[config.mk]
export PLATFORM = sky130hd
export DESIGN_NAME = reg_file
export DESIGN_NICKNAME = d
export VERILOG_FILES = /design/src/rtl/reg_file_pkg.sv /design/src/rtl/reg_file_read_port.sv /design/src/rtl/reg_file.sv
export SDC_FILE = /design/constraint.sdc
export NUM_CORES = 2
export LEC_CHECK = 0
export BUFFER_PORTS_ARGS = -buffer_cell sky130_fd_sc_hd__buf_2
export CAP_MARGIN = 20
export CORE_MARGIN = 4
export CORE_UTILIZATION = 60
export CTS_CLUSTER_SIZE = 8
export DETAILED_ROUTE_END_ITERATION = 10
export MAX_ROUTING_LAYER = met4
export PLACE_DENSITY = 0.8
export SLEW_MARGIN = 20
export SYNTH_ARGS = -nofsm -noshare
export SYNTH_HDL_FRONTEND = slang
export SYNTH_HIERARCHICAL = 1
export SYNTH_SLANG_ARGS = --single-unit
export TNS_END_PERCENT = 100
[constraint.sdc]
create_clock -name clk -period 3.15 [get_ports clk]
set_clock_uncertainty 0.15 [all_clocks]
set_input_delay 0 -clock clk [delete_from_list [all_inputs] [get_ports clk]]
set_output_delay 0 -clock clk [all_outputs]
set_load 0.01 [all_outputs]
[src/rtl/reg_file_pkg.sv]
// Shared constants and types for the integer register file.
// Optional write-through forwarding is enabled with the RF_BYPASS_EN macro.
package reg_file_pkg;

   localparam int unsigned XLEN       = 32;
   localparam int unsigned REG_ADDR_W = 5;
   localparam int unsigned NUM_REGS   = 32;

   typedef logic [REG_ADDR_W-1:0] reg_addr_t;
   typedef logic [XLEN-1:0]       reg_data_t;

   localparam reg_addr_t ZERO_REG = 5'd0;

endpackage

[src/rtl/reg_file_read_port.sv]
// One combinational read port: array lookup, x0 forced to zero and, with RF_BYPASS_EN,
// forwarding of the in-flight write data.
module reg_file_read_port
   import reg_file_pkg::*;
#(
   parameter int unsigned DATA_WIDTH = XLEN,
   parameter int unsigned ADDR_WIDTH = REG_ADDR_W
) (
   input  logic [ADDR_WIDTH-1:0] addr,
   input  logic [DATA_WIDTH-1:0] regs [2**ADDR_WIDTH],
   input  logic                  we,
   input  logic [ADDR_WIDTH-1:0] wa,
   input  logic [DATA_WIDTH-1:0] wd,
   output logic [DATA_WIDTH-1:0] data
);

   localparam logic [ADDR_WIDTH-1:0] Zero = ADDR_WIDTH'(ZERO_REG);

`ifdef RF_BYPASS_EN
   always_comb begin
      data = regs[addr];
      if (we && (wa != Zero) && (wa == addr)) data = wd;
      if (addr == Zero) data = '0;
   end
`else
   logic unused_wr;
   assign unused_wr = ^{we, wa, wd};

   always_comb begin
      data = regs[addr];
      if (addr == Zero) data = '0;
   end
`endif

endmodule

[src/rtl/reg_file.sv]
// 32 x 32-bit register file: two combinational read ports, one synchronous write port,
// x0 hardwired to zero. Define RF_BYPASS_EN for write-through forwarding to the read ports.
module reg_file
   import reg_file_pkg::*;
#(
   parameter int unsigned DATA_WIDTH = XLEN,
   parameter int unsigned ADDR_WIDTH = REG_ADDR_W
) (
   input  logic                  clk,
   input  logic                  reset,
   input  logic [ADDR_WIDTH-1:0] A1,
   input  logic [ADDR_WIDTH-1:0] A2,
   input  logic [ADDR_WIDTH-1:0] A3,
   input  logic [DATA_WIDTH-1:0] WD3,
   input  logic                  WE3,
   output logic [DATA_WIDTH-1:0] RD1,
   output logic [DATA_WIDTH-1:0] RD2
);

   localparam int unsigned Depth = 2**ADDR_WIDTH;

   // No storage for x0; the read view supplies a constant zero in its slot.
   logic [DATA_WIDTH-1:0] regs_q [Depth-1:1];
   logic [DATA_WIDTH-1:0] view   [Depth];

   always_ff @(posedge clk or negedge reset) begin
      if (!reset) begin
         for (int i = 1; i < Depth; i++) regs_q[i] <= '0;
      end else if (WE3 && (A3 != '0)) begin
         regs_q[A3] <= WD3;
      end
   end

   always_comb begin
      view[0] = '0;
      for (int i = 1; i < Depth; i++) view[i] = regs_q[i];
   end

   reg_file_read_port #(
      .DATA_WIDTH (DATA_WIDTH),
      .ADDR_WIDTH (ADDR_WIDTH)
   ) u_rd1 (
      .addr (A1),
      .regs (view),
      .we   (WE3),
      .wa   (A3),
      .wd   (WD3),
      .data (RD1)
   );

   reg_file_read_port #(
      .DATA_WIDTH (DATA_WIDTH),
      .ADDR_WIDTH (ADDR_WIDTH)
   ) u_rd2 (
      .addr (A2),
      .regs (view),
      .we   (WE3),
      .wa   (A3),
      .wd   (WD3),
      .data (RD2)
   );

endmodule

==> results.md <==
Outcome:
- The flow ran to the end, and the final reports show no timing, DRC or antenna violations.

Logic synthesis:
- After synthesis, the most frequently instantiated cells are 1047 x sky130_fd_sc_hd__mux2_2, 992 x sky130_fd_sc_hd__dfrtp_1, 448 x sky130_fd_sc_hd__mux4_2, 156 x sky130_fd_sc_hd__buf_2, 152 x sky130_fd_sc_hd__clkbuf_1.
- For this run, the leading register cell type out of synthesis is sky130_fd_sc_hd__dfrtp_1.
- The cell area that synthesis handed to floorplanning was ~54000 um^2.
- In the post-synthesis netlist, the biggest area contributors are sky130_fd_sc_hd__dfrtp_1 46%, sky130_fd_sc_hd__mux2_2 22%, sky130_fd_sc_hd__mux4_2 19%, sky130_fd_sc_hd__mux2i_1 2.4%, sky130_fd_sc_hd__buf_2 1.5%.
- The number of distinct standard cells referenced by the synthesized netlist is 39.
- The share of the Yosys chip area taken by registers is 0.461.
- Synthesis handed over a netlist of 3552 instances.
- The synthesized design contains 0 enable-type register cells.
- The Yosys step of the flow raised 6 warnings.
- Counting flops with an async set or reset pin after synthesis yields a share of 1.00.
- The library cell occupying the most area in the post-synthesis netlist is sky130_fd_sc_hd__dfrtp_1.
- The flip-flop and latch count after synthesis is between 900 and 1000.
- The cell with the most instances after synthesis is sky130_fd_sc_hd__mux2_2.
- The mean area per synthesized cell is 15.2 um^2.
- Of the post-synthesis cell area, the dominant cell type holds 0.461.

Pwr:
- The maximum ir drop on the vdd rail is 591 uV.
- In this run the power density over the cells is 637 nW/um^2.
- In this run the static leakage power is 26.2 nW.
- The overall power consumption is 38.6 mW.

Global route:
- The global-route wire length before repair is between 200000 and 250000 um.
- The met2 global-route usage is 0.536.
- The via count of the first global-routing pass is 37600.
- In the global route stage, met3 resource usage came out at 0.0965.
- Summed over all layers, the global routing overflow is 0.
- The routing layer with the top usage in global route is met2.
- The largest net degree at the start of global routing is 76.
- The overall routing resource usage is 0.360.
- The initial antenna violation count is 4.
- For this run, global-route usage on met1 was measured as 0.466.

Setup path:
- The worst setup path is launched from a flop.
- The worst setup path is of the flop to primary output kind.
- Along the worst path, the maximum fanout reaches 3.
- The critical path goes through mux4_2 -> nor2b_1 -> a211oi_1 -> a311oi_1 -> buf_2.
- The arrival time at the worst endpoint is 2610 ps.
- Counting cells, the worst reg-to-reg path comes to 1.
- The worst stage delay on the critical path is 460 ps.
- At the worst endpoint, the required time is 3000 ps.
- The cell with the largest stage delay on the worst path is sky130_fd_sc_hd__mux4_2.
- The endpoint class of the critical path is a primary output.

Drt:
- Summing over every cut layer, the via total after detailed routing is 36000.
- The first TritonRoute pass finished after 5 iterations.
- After detailed routing, the number of remaining DRC violations is 0.
- The final wirelength is 162000 um.
- The average wire per cell in the routed design is 33.2 um.
- Using the TritonRoute via totals, the vias-per-cell ratio works out to 7.36.
- The number of DRC markers in iteration 0 is 3825.
- The number of nets with antenna violations after routing is 0.

Worst hold path:
- The worst hold path was traced through 3 stages.
- The class of the worst hold path is primary input to flop.

Floorplan:
- The core box area is around 90000 um^2.
- The die covers 94600 um^2.
- The total number of placement rows is 109.
- The count of pins on the block boundary is 114.
- For this configuration, the core starts out at a cell density of 0.607.
- The die span in y is 308 um.
- Measured along the x axis, the die boundary spans 308 um.

Clock tree:
- The H-tree depth is 4.
- The tree built by TritonCTS fans out to 992 sinks.
- The CTS tree is done.
- Counting the buffers created by CTS gives 142.
- Counting along the longest clock path gives a buffer depth of 3.
- The buffer cell driving the clock tree root is sky130_fd_sc_hd__clkbuf_16.
- The later-pin clock latency in the skew report is 730 ps.
- After clock tree synthesis, the clock-pin slew on the worst setup and hold paths is 50 ps.
- The number of setup buffers added after CTS is 0.

Cells and area:
- The layout has 5846 filler cells.
- The finished layout holds slightly below 5000 standard cells, fillers aside.
- More flip-flops sit in one register than any other, and that register is regs_q.
- In the final layout, the multi-input gates occupy roughly 27000 um^2.
- In the final layout, the share of cells above drive strength 1 is 0.541.
- The flip-flop count of the largest register, all copies and words added is 992.
- Across the whole layout, storage elements account for 24800 um^2.
- The core utilization of the finished layout is 0.684.
- In the final design database the tool counted approximately 3800 nets.
- The largest registers in the layout are regs_q: 992 flops.
- The area growth from synthesis to layout is 12.6%.

Timing:
- The hold slack is 291 ps.
- Setup repair after global routing left no endpoint under its margin.
- The final max-slew violation count came to 0.
- Setup violations remaining at the end of the flow were counted as 0.
- The transition time of the tightest slew-check pin is 1230 ps.
- The setup TNS is 0 ps.
- Of the available clock period, the critical path in the final layout requires 0.876.
- The worst path needs 2760 ps of the cycle, external delays included.
- Measured against its own limit, the worst slew margin works out to 0.177.
- The maximum achievable frequency is 362 MHz.
- The number of hold violations in the final report is 0.

Placement:
- The count of input and output buffers is approximately 110.
- The half-perimeter wire length after detailed placement is 97000 um.
- The total instance count after detailed placement is 4683.
- Routability-driven placement finished with a final weighted congestion of 0.876.

Flow run:
- The tool flagged a number of max-cap violations equal to 0.
==> worst max-delay path, delay by kind of cell, from the launching register on <==
| kind | cells | cell delay [ps] |
|---|---|---|
| AO/OA/AOI/OAI | 2 | 680 |
| buffers and inverters | 1 | 220 |
| flip-flops | 1 | 390 |
| multiplexers | 1 | 460 |
| AND/OR/NAND/NOR | 1 | 140 |
==> logic make-up (layout without fill, tap and decap cells) <==
family,Yosys count,count (layout),share of synthesized area
compound gates,368,368,0.0497
simple gates,159,159,0.0165
flops,992,992,0.461
other cells,1,68,0.0000697
buf+inv,400,502,0.0405
mux,1632,1632,0.432
==> per-stage QoR <==
step                      instance area [um^2]  setup slack (ps)
final                                    60600               390
after global routing                     60600               375
after CTS                                60600               419
after detailed placement                 56400               562
after global placement                   56400               601
after floorplan                          54100              1660
==> layer usage <==
layer / part of all wire / vias up
met5: 0 / -
met4: 0.054 / 0
met3: 0.11 / 553
met2: 0.46 / 2319
met1: 0.37 / 19000
li1: - / 14100
==> placed cells by master, fill, tap and decap left out, drive strengths merged, types with 70 or more instances in the layout <==
master,instances
mux2,1056
dfrtp,992
mux4,448
buf,303
clkbuf,148
mux2i,128
o21ai,112
nor2b,70
==> area by class of cell <==
| type | count | area share |
|---|---|---|
| Multi-Input combinational cell | 2223 | 0.450 |
| Sequential cell | 992 | 0.409 |
| Clock inverter | 8 | 0.00163 |
| Tap cell | 1165 | 0.0240 |
| Antenna cell | 4 | 0.000165 |
| Clock buffer | 148 | 0.0607 |
| Inverter | 2 | 0.000206 |
| Timing Repair Buffer | 344 | 0.0537 |
==> path summary, 6_finish.rpt <==
| path | slack, ps | from | to |
|---|---|---|---|
| worst max register to register | 2170 | regs_q[371] | regs_q[371] |
| worst min-delay path | 290 | WD3[5] | regs_q[69] |
| worst min register to register | 370 | regs_q[353] | regs_q[353] |
| min in group asynchronous | 510 | reset | regs_q[88] |
| max in group asynchronous | 1750 | reset | regs_q[943] |
| worst max-delay path | 390 | regs_q[74] | RD2[10] |
==> what timing repair did <==
| action | CTS | global route |
|---|---|---|
| endpoints found under the setup margin | 0 | 0 |
| hold buffers | 43 | 0 |
| resized for setup | 0 | 0 |
| hold endpoints to repair | 1943 | 0 |
==> power breakdown <==
group | internal [mW] | leakage [nW] | switching (mW)
Combinational | 4.74 | 11.7 | 3.15
Sequential | 15.3 | 12.7 | 1.84
Clock | 8.22 | 1.86 | 5.40
Power figures use the tool's default switching activity.
